[config.mk]
export PLATFORM = sky130hd
export DESIGN_NAME = obi_wrr_arbiter_flat
export DESIGN_NICKNAME = d
export VERILOG_FILES = /design/src/rtl/obi_wrr_arbiter_if.sv /design/src/rtl/obi_wrr_arbiter.sv /design/src/flat_wrapper.sv
export SDC_FILE = /design/constraint.sdc
export NUM_CORES = 1
export LEC_CHECK = 0
export ABC_AREA = 1
export BUFFER_PORTS_ARGS = -buffer_cell sky130_fd_sc_hd__buf_2
export CORE_AREA = 3 3 166 168
export DETAILED_ROUTE_END_ITERATION = 6
export DIE_AREA = 0 0 169 171
export HOLD_SLACK_MARGIN = 0.03
export MAX_ROUTING_LAYER = met4
export PLACE_DENSITY_LB_ADDON = 0.15
export SETUP_SLACK_MARGIN = 0.05
export SKIP_CTS_REPAIR_TIMING = 1
export SYNTH_ARGS = -nofsm -noshare
export SYNTH_HDL_FRONTEND = slang
export SYNTH_SLANG_ARGS = --single-unit
export TNS_END_PERCENT = 30
[constraint.sdc]
create_clock -name clk_i -period 5.53 [get_ports clk_i]
set_clock_uncertainty 0.2 [all_clocks]
set_input_delay 1.659 -clock clk_i [delete_from_list [all_inputs] [get_ports clk_i]]
set_output_delay 1.659 -clock clk_i [all_outputs]
set_load 0.05 [all_outputs]
[src/rtl/obi_wrr_arbiter_if.sv]
// OBI request/response types and the bundled bus seen by obi_wrr_arbiter.
// Carries N master request/response pairs plus the single shared-slave pair.
package obi_pkg;
  typedef struct packed {
    logic        req;
    logic        we;
    logic [3:0]  be;
    logic [31:0] addr;
    logic [31:0] wdata;
  } obi_req_t;

  typedef struct packed {
    logic        gnt;
    logic        rvalid;
    logic [31:0] rdata;
  } obi_resp_t;
endpackage

interface obi_wrr_arbiter_if
  import obi_pkg::*;
#(
  parameter int unsigned N = 3
) ();
  obi_req_t  [N-1:0] master_req_i;
  obi_resp_t [N-1:0] master_resp_o;
  obi_req_t          slave_req_o;
  obi_resp_t         slave_resp_i;

  // environment side: masters and the shared slave model
  modport master (
    output master_req_i,
    output slave_resp_i,
    input  master_resp_o,
    input  slave_req_o
  );

  // arbiter side
  modport slave (
    input  master_req_i,
    input  slave_resp_i,
    output master_resp_o,
    output slave_req_o
  );
endinterface

[src/rtl/obi_wrr_arbiter.sv]
// Weighted round-robin arbiter sharing one OBI slave among N masters.
// Ports: clk_i, rst_ni, weight_i, bus (N master req/resp, slave req/resp), outstanding_o.
module obi_wrr_arbiter
  import obi_pkg::*;
#(
  parameter int unsigned XBAR_NMASTER    = 3,
  parameter int unsigned WEIGHT_W        = 4,
  parameter int unsigned MAX_OUTSTANDING = 2,
  localparam int unsigned IW =
    (XBAR_NMASTER > 1) ? $clog2(XBAR_NMASTER) : 1,
  localparam int unsigned OW = $clog2(MAX_OUTSTANDING + 1),
  localparam int unsigned PW =
    (MAX_OUTSTANDING > 1) ? $clog2(MAX_OUTSTANDING) : 1
) (
  input  logic                             clk_i,
  input  logic                             rst_ni,
  input  logic [XBAR_NMASTER*WEIGHT_W-1:0] weight_i,
  obi_wrr_arbiter_if.slave                 bus,
  output logic [OW-1:0]                    outstanding_o
);

  logic [IW-1:0]       ptr_q, ptr_d;
  logic [WEIGHT_W-1:0] cnt_q, cnt_d;
  logic                lock_q, lock_d;
  logic [IW-1:0]       lidx_q, lidx_d;
  logic                init_q, init_d;
  logic [IW-1:0]       mem_q [MAX_OUTSTANDING];
  logic [IW-1:0]       mem_d [MAX_OUTSTANDING];
  logic [PW-1:0]       wp_q, wp_d;
  logic [PW-1:0]       rp_q, rp_d;
  logic [OW-1:0]       occ_q, occ_d;

  logic [XBAR_NMASTER-1:0] req_v;
  logic                    any;
  logic [IW-1:0]           sel;
  logic                    full;
  logic                    empty;
  logic                    sreq;
  logic                    hs;
  logic                    pop;
  logic [IW-1:0]           head;
  logic [WEIGHT_W-1:0]     w_sel;
  logic [WEIGHT_W-1:0]     w_ptr;

  function automatic logic [IW-1:0] nxt_idx(
    input logic [IW-1:0] x
  );
    if (x == IW'(XBAR_NMASTER - 1)) return '0;
    return x + IW'(1);
  endfunction

  function automatic logic [PW-1:0] nxt_ptr(
    input logic [PW-1:0] p
  );
    if (p == PW'(MAX_OUTSTANDING - 1)) return '0;
    return p + PW'(1);
  endfunction

  // Cyclic scan from ptr: iterate backwards so
  // the smallest offset overwrites last.
  always_comb begin
    int idx;
    req_v = '0;
    for (int i = 0; i < XBAR_NMASTER; i++) begin
      req_v[i] = bus.master_req_i[i].req;
    end
    any = |req_v;
    sel = ptr_q;
    for (int k = XBAR_NMASTER - 1; k >= 0; k--) begin
      idx = (int'(ptr_q) + k) % XBAR_NMASTER;
      if (req_v[idx]) sel = IW'(idx);
    end
    if (lock_q) sel = lidx_q;
  end

  assign full  = (occ_q == OW'(MAX_OUTSTANDING));
  assign empty = (occ_q == '0);
  assign head  = mem_q[rp_q];

  // init_q masks the first cycle out of reset
  assign sreq = init_q & any & ~full;
  assign hs   = sreq & bus.slave_resp_i.gnt;
  assign pop  = init_q & bus.slave_resp_i.rvalid
              & ~empty;

  always_comb begin
    bus.slave_req_o = '0;
    if (sreq) begin
      bus.slave_req_o     = bus.master_req_i[sel];
      bus.slave_req_o.req = 1'b1;
    end
  end

  always_comb begin
    bus.master_resp_o = '0;
    for (int i = 0; i < XBAR_NMASTER; i++) begin
      bus.master_resp_o[i].gnt =
        hs & (sel == IW'(i));
      bus.master_resp_o[i].rvalid =
        pop & (head == IW'(i));
      bus.master_resp_o[i].rdata =
        bus.slave_resp_i.rdata;
    end
  end

  // weight 0 behaves as weight 1
  always_comb begin
    w_sel = weight_i[int'(sel)*WEIGHT_W +: WEIGHT_W];
    w_ptr = weight_i[int'(ptr_q)*WEIGHT_W +: WEIGHT_W];
    if (w_sel == '0) w_sel = WEIGHT_W'(1);
    if (w_ptr == '0) w_ptr = WEIGHT_W'(1);
  end

  always_comb begin
    ptr_d  = ptr_q;
    cnt_d  = cnt_q;
    lock_d = lock_q;
    lidx_d = lidx_q;
    init_d = 1'b1;
    mem_d  = mem_q;
    wp_d   = wp_q;
    rp_d   = rp_q;
    occ_d  = occ_q;

    if (hs) begin
      if (sel == ptr_q) begin
        if ({1'b0, cnt_q} + (WEIGHT_W+1)'(1)
            >= {1'b0, w_ptr}) begin
          ptr_d = nxt_idx(ptr_q);
          cnt_d = '0;
        end else begin
          cnt_d = cnt_q + WEIGHT_W'(1);
        end
      end else if (w_sel == WEIGHT_W'(1)) begin
        ptr_d = nxt_idx(sel);
        cnt_d = '0;
      end else begin
        ptr_d = sel;
        cnt_d = WEIGHT_W'(1);
      end
    end

    // Hold the slave request stable until granted
    if (hs) begin
      lock_d = 1'b0;
    end else if (sreq) begin
      lock_d = 1'b1;
      lidx_d = sel;
    end

    if (hs) begin
      mem_d[wp_q] = sel;
      wp_d        = nxt_ptr(wp_q);
    end
    if (pop) rp_d = nxt_ptr(rp_q);
    occ_d = occ_q + OW'(hs) - OW'(pop);
  end

  always_ff @(posedge clk_i or negedge rst_ni) begin
    if (!rst_ni) begin
      ptr_q  <= '0;
      cnt_q  <= '0;
      lock_q <= 1'b0;
      lidx_q <= '0;
      init_q <= 1'b0;
      for (int i = 0; i < MAX_OUTSTANDING; i++) begin
        mem_q[i] <= '0;
      end
      wp_q   <= '0;
      rp_q   <= '0;
      occ_q  <= '0;
    end else begin
      ptr_q  <= ptr_d;
      cnt_q  <= cnt_d;
      lock_q <= lock_d;
      lidx_q <= lidx_d;
      init_q <= init_d;
      mem_q  <= mem_d;
      wp_q   <= wp_d;
      rp_q   <= rp_d;
      occ_q  <= occ_d;
    end
  end

  assign outstanding_o = occ_q;

  // A response with nothing outstanding is a
  // slave protocol error; it is dropped.
  ap_rvalid_empty: assert property (
    @(posedge clk_i) disable iff (!rst_ni)
    !(init_q && bus.slave_resp_i.rvalid && empty)
  );

endmodule
[src/flat_wrapper.sv]
// flat-port wrapper written by rule: the top's interface ports become plain ports
module obi_wrr_arbiter_flat import obi_pkg::*;
#(
  parameter int unsigned XBAR_NMASTER    = 3,
  parameter int unsigned WEIGHT_W        = 4,
  parameter int unsigned MAX_OUTSTANDING = 2,
  localparam int unsigned IW =
    (XBAR_NMASTER > 1) ? $clog2(XBAR_NMASTER) : 1,
  localparam int unsigned OW = $clog2(MAX_OUTSTANDING + 1),
  localparam int unsigned PW =
    (MAX_OUTSTANDING > 1) ? $clog2(MAX_OUTSTANDING) : 1
)
  (clk_i, rst_ni, weight_i, outstanding_o, bus_master_req_i, bus_slave_resp_i, bus_master_resp_o, bus_slave_req_o);
  obi_wrr_arbiter_if bus_i ();
  input  logic clk_i;
  input  logic rst_ni;
  input  logic [XBAR_NMASTER*WEIGHT_W-1:0] weight_i;
  output logic [OW-1:0] outstanding_o;
  input wire logic [$bits(bus_i.master_req_i)-1:0] bus_master_req_i;
  input wire logic [$bits(bus_i.slave_resp_i)-1:0] bus_slave_resp_i;
  output wire logic [$bits(bus_i.master_resp_o)-1:0] bus_master_resp_o;
  output wire logic [$bits(bus_i.slave_req_o)-1:0] bus_slave_req_o;
  assign bus_i.master_req_i = bus_master_req_i;
  assign bus_i.slave_resp_i = bus_slave_resp_i;
  assign bus_master_resp_o = bus_i.master_resp_o;
  assign bus_slave_req_o = bus_i.slave_req_o;
  obi_wrr_arbiter #(.XBAR_NMASTER(XBAR_NMASTER), .WEIGHT_W(WEIGHT_W), .MAX_OUTSTANDING(MAX_OUTSTANDING)) u_core (.clk_i(clk_i), .rst_ni(rst_ni), .weight_i(weight_i), .bus(bus_i), .outstanding_o(outstanding_o));
endmodule
# Word-level counts from Yosys, hierarchy flattened
# Index checks and enable logic that the tools add are counted.
# W data, S select, Z words.
[classes]
addsub = 10
multipliers = 0
div_mod_pow = 3
n_lt_le_gt_ge = 8
eq_ne = 9
shift = 2
n_mux = 52
bitwise = 16
n_reduce_logical = 10
[op_table]
columns = ["op", "n"]
rows = [
  ["$bmux W70 S2", 1],
  ["$lt A32 B4 Y1 const B", 3],
  ["$mux W70", 1],
  ["$mux W69", 1],
  ["$mod A32 B2 Y32 const B", 2],
  ["$mod A2 B2 Y32 const B", 1],
  ["$mux W2", 15],
  ["$mux W1", 25],
  ["$shiftx A12 B5 Y4", 2],
  ["$mux W4", 4],
  ["$and A1 B1 Y1", 11],
  ["$eq A2 B2 Y1 const B", 4],
  ["$logic_not A4 Y1", 2],
  ["$bmux W1 S2", 3],
  ["$logic_not A2 Y1", 3],
  ["$add A4 B1 Y5 const B", 1],
  ["$ge A5 B4 Y1", 1],
  ["$add A2 B1 Y2 const B", 2],
  ["$add A4 B1 Y4 const B", 1],
  ["$bwmux W4", 1],
  ["$eq A2 B1 Y1 const B", 2],
  ["$eq A4 B1 Y1 const B", 1],
  ["$ge A2 B2 Y1 const B", 2],
  ["$not A1 Y2", 2],
  ["15 further kinds", 19],
]
[totals]
ff_bits = 18
latchBits = 0
mem_bits_rw = 0
rom_bits = 0
input_bits = 258
word_cells = 120
memories = 0

# Longest topological paths before layout
# Gate-level depths: netlist of run 1.
[depth]
ltp_word = 19
depth_mapped = 22
ltp_nobuf = 21

# Worst setup path after synthesis of run 1
# Ideal clock, no wire load.
[synth_path]
path_type = "input-to-output"
from = "input bus_master_req_i[139]"
to = "output bus_master_resp_o[67]"
arrival_ps = 3688
required_time_ps = 3671
path_slack_ps = -17
path_stages = 13
path_buffers = 2
cell_sequence = "nand2_1 -> nand3_2 -> nand2_2 -> nand2_1 -> nand2_1 -> nand2_1 -> nand2_1 -> nand2_1 -> nand2_2 -> nand2_4 -> buf_6 -> buf_2 -> nor3_1"
[synth_via]
elab_chain_cells = 9
word_cells_on_any_way = 19
cone_classes = "eq/ne: 1; mux: 13; bitwise: 4; reduce/logical: 1"
[synth_lines]
columns = ["item", "line", "rtl"]
rows = [
  ["from (decl)", "flat_wrapper.sv:19", "input wire logic [$bits(bus_i.master_req_i)-1:0] bus_master_req_i;"],
  ["$bmux W1 S2", "obi_wrr_arbiter.sv:71", "if (req_v[idx]) sel = IW'(idx);"],
  ["$mux W1 (implied by the code) (2 in a row)", "obi_wrr_arbiter.sv:71", ""],
  ["$mux W2 (3 in a row)", "obi_wrr_arbiter.sv:71", ""],
  ["$mux W2", "obi_wrr_arbiter.sv:73", "if (lock_q) sel = lidx_q;"],
  ["$eq A2 B1 Y1", "obi_wrr_arbiter.sv:98", "hs & (sel == IW'(i));"],
  ["$and A1 B1 Y1 *", "obi_wrr_arbiter.sv:98", ""],
  ["to (decl)", "flat_wrapper.sv:21", "output wire logic [$bits(bus_i.master_resp_o)-1:0] bus_master_resp_o;"],
]
# Every way passes the cells marked *; elsewhere a longest branch is shown, timed or not. The select of a mux whose other input is x is not followed.

# Worst setup path in the final report of run 1
[layout_path]
from = "input bus_master_req_i[139]"
to = "output bus_slave_req_o[33]"
[layout_via]
elab_chain_cells = 10
word_cells_on_any_way = 19
cone_classes = "mux: 16; bitwise: 2; reduce/logical: 1"
[layout_lines]
columns = ["item", "line", "rtl"]
rows = [
  ["$bmux W1 S2", "obi_wrr_arbiter.sv:71", ""],
  ["$mux W1 (implied by the code) (2 in a row)", "obi_wrr_arbiter.sv:71", ""],
  ["$mux W2 (3 in a row)", "obi_wrr_arbiter.sv:71", ""],
  ["$mux W2", "obi_wrr_arbiter.sv:73", ""],
  ["$bmux W70 S2", "obi_wrr_arbiter.sv:89", "bus.slave_req_o = bus.master_req_i[sel];"],
  ["$mux W69 (implied by the code)", "obi_wrr_arbiter.sv:89", ""],
  ["$mux W70 *", "obi_wrr_arbiter.sv:88", "if (sreq) begin"],
  ["to (decl)", "flat_wrapper.sv:22", "output wire logic [$bits(bus_i.slave_req_o)-1:0] bus_slave_req_o;"],
]
# Marks and branches as above.

==> impl_metrics.env, run 1 <==
export IMPL_status="completed"
export IMPL_synth_flop_cell="dfrtp_1"
export IMPL_hold_path_class="flop to flop"
export IMPL_tightest_slew_ps=501
export IMPL_grt_setup_unrepaired="true"
export IMPL_syn_nets=1044
export IMPL_fin_setup_tns_ps=0
export IMPL_clk_path_buf_depth=2
export IMPL_rr_worst_depth=19
export IMPL_synth_warnings=0
export IMPL_clock_sinks=18
export IMPL_met2WireLength_mm=12.1
export IMPL_p_int_mw=2.40
export IMPL_yosysMostFrequentCell="nand3_1"
export IMPL_synth_common_cells="225 x nand3_1, 192 x nand2_1, 101 x inv_1"
export IMPL_ys_ff_latch=18
export IMPL_syn_area_um2=4390
export IMPL_relSlewSlack_pct=66.4
export IMPL_start_util_pct=16.8
export IMPL_comb_power_share_pct=93.3
export IMPL_async_reset_ff_share_pct=100
export IMPL_cp_num_cells=19
export IMPL_dp_final_hpwl_mm=17.0
export IMPL_crit_chain="buf_2, nand2_1, nand3_2, nand2_2, nand2_1, nand2_1, nand2_1, nand2_1, nand2_1, nand2_2, nand2_8, nor2_4, buf_12, buf_8, nand2_1, nand3_1, nand2_1, inv_1, clkbuf_4"
export IMPL_synth_seq_area_share_pct=10.3
export IMPL_timing_rr_end="u_core.ptr_q[0]"
export IMPL_rrSetupSlack_ps=2340
export IMPL_fin_crit_ps=5340
export IMPL_die_area_um2=28900
export IMPL_fin_crit_sh_pct=96.5
export IMPL_die_y_um=171
export IMPL_critPathLaunch="bus_master_req_i[139]"
export IMPL_cts_tree="built"
export IMPL_grt_max_degree=71
export IMPL_first_iter_violations=333
export IMPL_power_density_nw_per_um2=888
export IMPL_synth_cell_types=37
export IMPL_crit_arrival_ps=3480
export IMPL_drc=0
export IMPL_post_synth_top_area_cell="nand3_1"
export IMPL_htreeDepth=1
export IMPL_nets=1247
export IMPL_pre_cts_slack_ps=63.0
export IMPL_wl_met1_mm=9.55
export IMPL_start_kind="input pin"
export IMPL_track_usage_pct=13.9
export IMPL_cts_inserted_buffers=3
export IMPL_slowest_stage="clkbuf_4"
export IMPL_ant_nets=0
export IMPL_p_clk_share_pct=2.7
export IMPL_antenna_found_initial=3
export IMPL_wl_met3_mm=1.60
export IMPL_ir_worst_vdd_uv=281
export IMPL_port_buffers=303
export IMPL_fmax_ghz=0.187
export IMPL_wl_per_cell_um=18.0
export IMPL_slew_viol_final=0
export IMPL_fp_row_count=59
export IMPL_firstDrtPassIters=4
export IMPL_ioPinCount=432
export IMPL_p_seq_share_pct=4.0
export IMPL_min_from="u_core.wp_q"
export IMPL_synth_edff_count=0
export IMPL_cpPeakStageDelay_ps=220
export IMPL_syn2layout_area_growth_pct=51.2
export IMPL_top_layer_used="met4"
export IMPL_critPathRequiredTime_ps=3670
export IMPL_die_x_um=169
export IMPL_hold_viol=0
export IMPL_worstSetupEndpointType="primary output"
export IMPL_dr_total_vias=5668
export IMPL_setup_slack_ps=195
export IMPL_crit_fanout=9
export IMPL_syn_inst=774
export IMPL_core_area_um2=26100
export IMPL_worstSetupEndpoint="bus_slave_req_o[33]"
export IMPL_finalSetupViolCount=0
export IMPL_grt_pass1_wl_mm=31.1
export IMPL_leakagePower_nw=3.87
export IMPL_routed_wl_mm=23.7
export IMPL_synth_top_area_share_pct=25.7
export IMPL_clk_latency_ps=250
export IMPL_synth_area_top_cells="nand3_1 26%, buf_4 17%, nand2_1 16%"
export IMPL_critical_path_top_delay_family="simple AND/OR/NAND/NOR gates"
export IMPL_grt_pass1_vias=5500
export IMPL_p_switching_mw=3.49
export IMPL_critPathMostFrequentCell="nand2_1"
export IMPL_synth_avg_cell_area_um2=5.67
export IMPL_root_buffer="clkbuf_16"
export IMPL_maxCapViolCount=0
export IMPL_drive_above_1_share_pct=41.4
export IMPL_switching_share_pct=59.2
export IMPL_reg2reg_from="u_core.ptr_q[1]"
export IMPL_worst_setup_path_type="input pin to primary output"
export IMPL_viasPerCell=4.31
export IMPL_grt_overflow_total=0
export IMPL_clk_pin_slew_worst_paths_ps=50
export IMPL_gp_routability_congestion=0.789
export IMPL_cp_num_buf_inv=5
-- per-stage QoR --
| step | power, mW | utilization [%] | instances | cell area [µm²] | hold slack (ps) |
|---|---|---|---|---|---|
| after floorplan | 3.50 | - | 774 | 4390 | 242 |
| after global placement | 4.62 | 21.8 | 1287 | 5670 | 253 |
| after detailed placement | 4.58 | 21.8 | 1287 | 5670 | 260 |
| after CTS | 4.76 | 22.1 | 1291 | 5760 | 274 |
| after global routing | 6.39 | 25.4 | 1313 | 6630 | 305 |
| final | 5.89 | 25.4 | 1314 | 6630 | 275 |
-- cells by family (layout without fill, tap and decap cells) --
family	after synthesis	count (layout)	synth area share (%)
flops	18	18	10.3
fa+ha+maj	12	12	3.42
compound gates	29	29	4.08
simple gates	459	460	48.2
other cells	1	4	0.0855
xor+xnor	6	6	1.37
buf+inv	249	450	32.5
-- power by group through the flow --
| stage | Combinational, mW | Clock [mW] | Sequential (mW) |
|---|---|---|---|
| after floorplan | 3.25 | 0 | 0.252 |
| after global placement | 4.38 | 0 | 0.238 |
| after detailed placement | 4.34 | 0 | 0.237 |
| after CTS | 4.36 | 0.165 | 0.235 |
| after global routing | 5.98 | 0.172 | 0.245 |
| final | 5.49 | 0.161 | 0.234 |
-- final cells by class --
cell class / instances / area [µm²]
fill: 3057 / 19400
multi-input combinational: 508 / 2650
timing repair buffer: 340 / 2610
sequential: 18 / 450
tap: 335 / 419
inverter: 106 / 410
clock buffer: 4 / 88.8
antenna: 3 / 7.51
-- cell usage in the layout, fill, tap and decap left out, types with 2 or more instances in the layout --
cell         n
buf_6       31
nand2_1    180
buf_4       28
buf_12      24
dfrtp_1     18
inv_1       88
o21a_1       2
o21ai_1      2
nand2_4      3
nand2_2     15
nand2_8      2
buf_2      233
clkbuf_16   12
xor2_1       4
nand4_1      3
inv_2       17
nor2_1      19
o21ai_0     11
nand3_2     12
nor3_1       3
ha_1        12
diode_2      3
nor2_4       2
clkbuf_4     8
nand3_1    216
a21oi_1      5
a21oi_2      2
a22oi_1      3
buf_8        6
-- tightest hold or removal path, cell delays in order, from the launching register on --
cell and delay, ps:
dfrtp_1 340, nand2_1 50, nand2_1 50
-- worst min path at each step --
stage | endpoint | slack [ps] | cells past startpoint
final | u_core.wp_q | 270 | 2
after global routing | u_core.mem_q[2] | 300 | 2
after CTS | u_core.wp_q | 270 | 2
after detailed placement | u_core.wp_q | 260 | 2
after global placement | u_core.wp_q | 250 | 2
after floorplan | u_core.wp_q | 240 | 2
-- per-layer routing --
layer,GRT usage (%),vias to the layer above
li1,-,2781
met1,17.1,2577
met2,24.5,284
met3,2.13,26
met4,2.19,0
met5,-,-
-- flip-flops by register name, indices dropped and copies added (netlist names) --
signal and count:
u_core.lock_q 1, u_core.lidx_q 2, u_core.cnt_q 4, u_core.rp_q 1, u_core.outstanding_o 2, u_core.mem_q 4
u_core.wp_q 1, u_core.ptr_q 2, u_core.init_q 1
No activity file was read; power rests on OpenSTA's default activity.
==> inputs of run 2 (changes only) <==
--- a/config.mk
+++ b/config.mk
@@ -13,7 +13,7 @@
 export HOLD_SLACK_MARGIN = 0.03
 export MAX_ROUTING_LAYER = met4
 export PLACE_DENSITY_LB_ADDON = 0.15
-export SETUP_SLACK_MARGIN = 0.05
+export SETUP_SLACK_MARGIN = 0.3
 export SKIP_CTS_REPAIR_TIMING = 1
 export SYNTH_ARGS = -nofsm -noshare
 export SYNTH_HDL_FRONTEND = slang
==> impl_metrics.env, run 2 (synthesis gave the netlist of run 1 again) <==
export IMPL_grt_overflow_total=0
export IMPL_critPathRequiredTime_ps=3670
export IMPL_rr_worst_depth=19
export IMPL_slew_viol_final=0
export IMPL_fin_crit_ps=5310
export IMPL_gp_routability_congestion=0.789
export IMPL_die_x_um=169
export IMPL_die_y_um=171
export IMPL_start_util_pct=16.8
export IMPL_worst_setup_path_type="input pin to primary output"
export IMPL_fp_row_count=59
export IMPL_cpPeakStageDelay_ps=220
export IMPL_clk_pin_slew_worst_paths_ps=50
export IMPL_clk_path_buf_depth=2
export IMPL_ir_worst_vdd_uv=295
export IMPL_finalSetupViolCount=0
export IMPL_p_seq_share_pct=3.8
export IMPL_syn2layout_area_growth_pct=57.2
export IMPL_tightest_slew_ps=500
export IMPL_grt_pass1_wl_mm=31.1
export IMPL_grt_pass1_vias=5500
export IMPL_grt_max_degree=71
export IMPL_viasPerCell=4.32
export IMPL_ioPinCount=432
export IMPL_firstDrtPassIters=5
export IMPL_fillers=3019
export IMPL_top_regs="u_core.cnt_q (4), u_core.mem_q (4)"
export IMPL_critical_path_top_delay_family="simple AND/OR/NAND/NOR gates"
export IMPL_root_buffer="clkbuf_16"
export IMPL_cp_num_buf_inv=6
export IMPL_switching_share_pct=58.5
export IMPL_holdPathStages=2
export IMPL_start_kind="input pin"
export IMPL_status="completed"
export IMPL_htreeDepth=1
export IMPL_first_iter_violations=304
export IMPL_core_area_um2=26100
export IMPL_reg2reg_from="u_core.ptr_q[1]"
export IMPL_met2WireLength_mm=12.2
export IMPL_wl_met1_mm=9.72
export IMPL_critPathMostFrequentCell="nand2_1"
export IMPL_p_switching_mw=3.59
export IMPL_power_density_nw_per_um2=892
export IMPL_slowest_stage="a31oi_4"
export IMPL_timing_rr_end="u_core.ptr_q[0]"
export IMPL_min_from="u_core.wp_q"
export IMPL_wl_per_cell_um=18.2
export IMPL_wl_met3_mm=1.48
export IMPL_drc=0
export IMPL_ant_nets=0
export IMPL_hold_path_class="flop to flop"
export IMPL_crit_fanout=6
export IMPL_grt_setup_unrepaired="true"
export IMPL_die_area_um2=28900
export IMPL_port_buffers=303
export IMPL_final_area_um2=6900
export IMPL_rrSetupSlack_ps=2290
export IMPL_top_layer_used="met4"
export IMPL_track_usage_pct=13.9
export IMPL_cts_tree="built"
export IMPL_clk_latency_ps=250
export IMPL_fin_crit_sh_pct=96.1
export IMPL_worstSetupEndpointType="primary output"
export IMPL_final_common_cell="buf_2"
export IMPL_cts_inserted_buffers=3
export IMPL_clock_sinks=18
export IMPL_comb_power_share_pct=93.5
export IMPL_crit_chain="buf_4, nand2_1, a21oi_2, a31oi_4, inv_2, nand2_1, nand2_2, nand2_4, nand2_8, nor2_8, buf_12, clkbuf_16, nand2_1, nand3_1, nand2_1, inv_1, buf_4"
export IMPL_crit_arrival_ps=3450
export IMPL_antenna_found_initial=3
export IMPL_routed_wl_mm=23.9
export IMPL_maxCapViolCount=0
export IMPL_dpl_cell_area_um2=5670
export IMPL_dr_total_vias=5680
export IMPL_p_int_mw=2.55
export IMPL_whs_endpoint="u_core.wp_q"
export IMPL_fmax_ghz=0.188
export IMPL_drive_above_1_share_pct=45.6
export IMPL_layout_common_cells="231 x buf_2, 205 x nand3_1, 163 x nand2_1, 76 x inv_1, 31 x buf_6"
export IMPL_fin_setup_tns_ps=0
export IMPL_p_clk_share_pct=2.6
export IMPL_relSlewSlack_pct=66.4
export IMPL_nets=1249
export IMPL_hold_viol=0
export IMPL_leakagePower_nw=3.97
export IMPL_dp_final_hpwl_mm=17.0
run 2: cell count changes in the layout (fill, tap and decap cells not counted), moves of 2 or more:
cell	previous run	this run
buf_2	233	231
buf_4	28	24
buf_8	6	17
clkbuf_4	8	3
inv_1	88	76
inv_2	17	28
nand2_1	180	163
nand2_2	15	27
nand2_4	3	8
nand3_1	216	205
nand3_2	12	22
run 2: layer usage:
metal	GRT usage (%)	up-vias
met5	-	-
met4	2.19	0
met1	17.1	2607
met2	24.5	263
met3	2.13	27
li1	-	2783
run 2: power groups by stage:
stage | clock network [mW] | logic, mW | registers, mW
2_1_floorplan | 0 | 3.25 | 0.252
3_3_place_gp | 0 | 4.38 | 0.238
3_5_place_dp | 0 | 4.34 | 0.237
4_1_cts | 0.165 | 4.36 | 0.235
5_1_grt | 0.172 | 6.23 | 0.245
6_report | 0.162 | 5.75 | 0.235
run 2: how the worst max path moves through the flow:
stage                     startpoint                      to  cells past startpoint
2_1_floorplan  bus_master_req_i[209]  bus_master_resp_o[101]                     14
3_3_place_gp   bus_master_req_i[139]     bus_slave_req_o[58]                     16
3_5_place_dp    bus_master_req_i[69]     bus_slave_req_o[54]                     16
4_1_cts         bus_master_req_i[69]     bus_slave_req_o[54]                     16
5_1_grt         bus_master_req_i[69]      bus_slave_req_o[1]                     19
6_report        bus_master_req_i[69]     bus_slave_req_o[21]                     17
run 2: worst reg2reg max path, stage by stage (launching register included):
cell,delay (ps)
dfrtp_1,460
inv_1,230
ha_1,520
o21bai_4,210
nand2_4,60
nand2_1,60
nand2_1,50
nand2_1,50
nand2_1,50
nand2_1,70
nand2_2,90
nand2_8,150
buf_12,130
buf_12,160
xor2_2,190
nand3_2,150
nand2_2,110
inv_1,50
nor2_1,110
a21oi_2,40
run 2: stage by stage:
stage	util, %	instances	power, mW	setup slack, ps	hold slack [ps]
final	26.5	1315	6.15	218	278
after global routing	26.5	1315	6.65	59.4	305
after CTS	22.1	1291	4.76	59.4	274
after detailed placement	21.8	1287	4.58	63.0	260
after global placement	21.8	1287	4.62	72.8	253
after floorplan	-	774	3.50	317	242
run 2: cell type report:
cell class	count	area, µm²	area share (%)
clock buffer	4	88.8	1.29
timing repair buffer	342	2750	39.9
tap	335	419	6.08
inverter	106	408	5.92
antenna	2	5.00	0.0726
sequential	18	450	6.53
multi-input combinational	508	2780	40.2
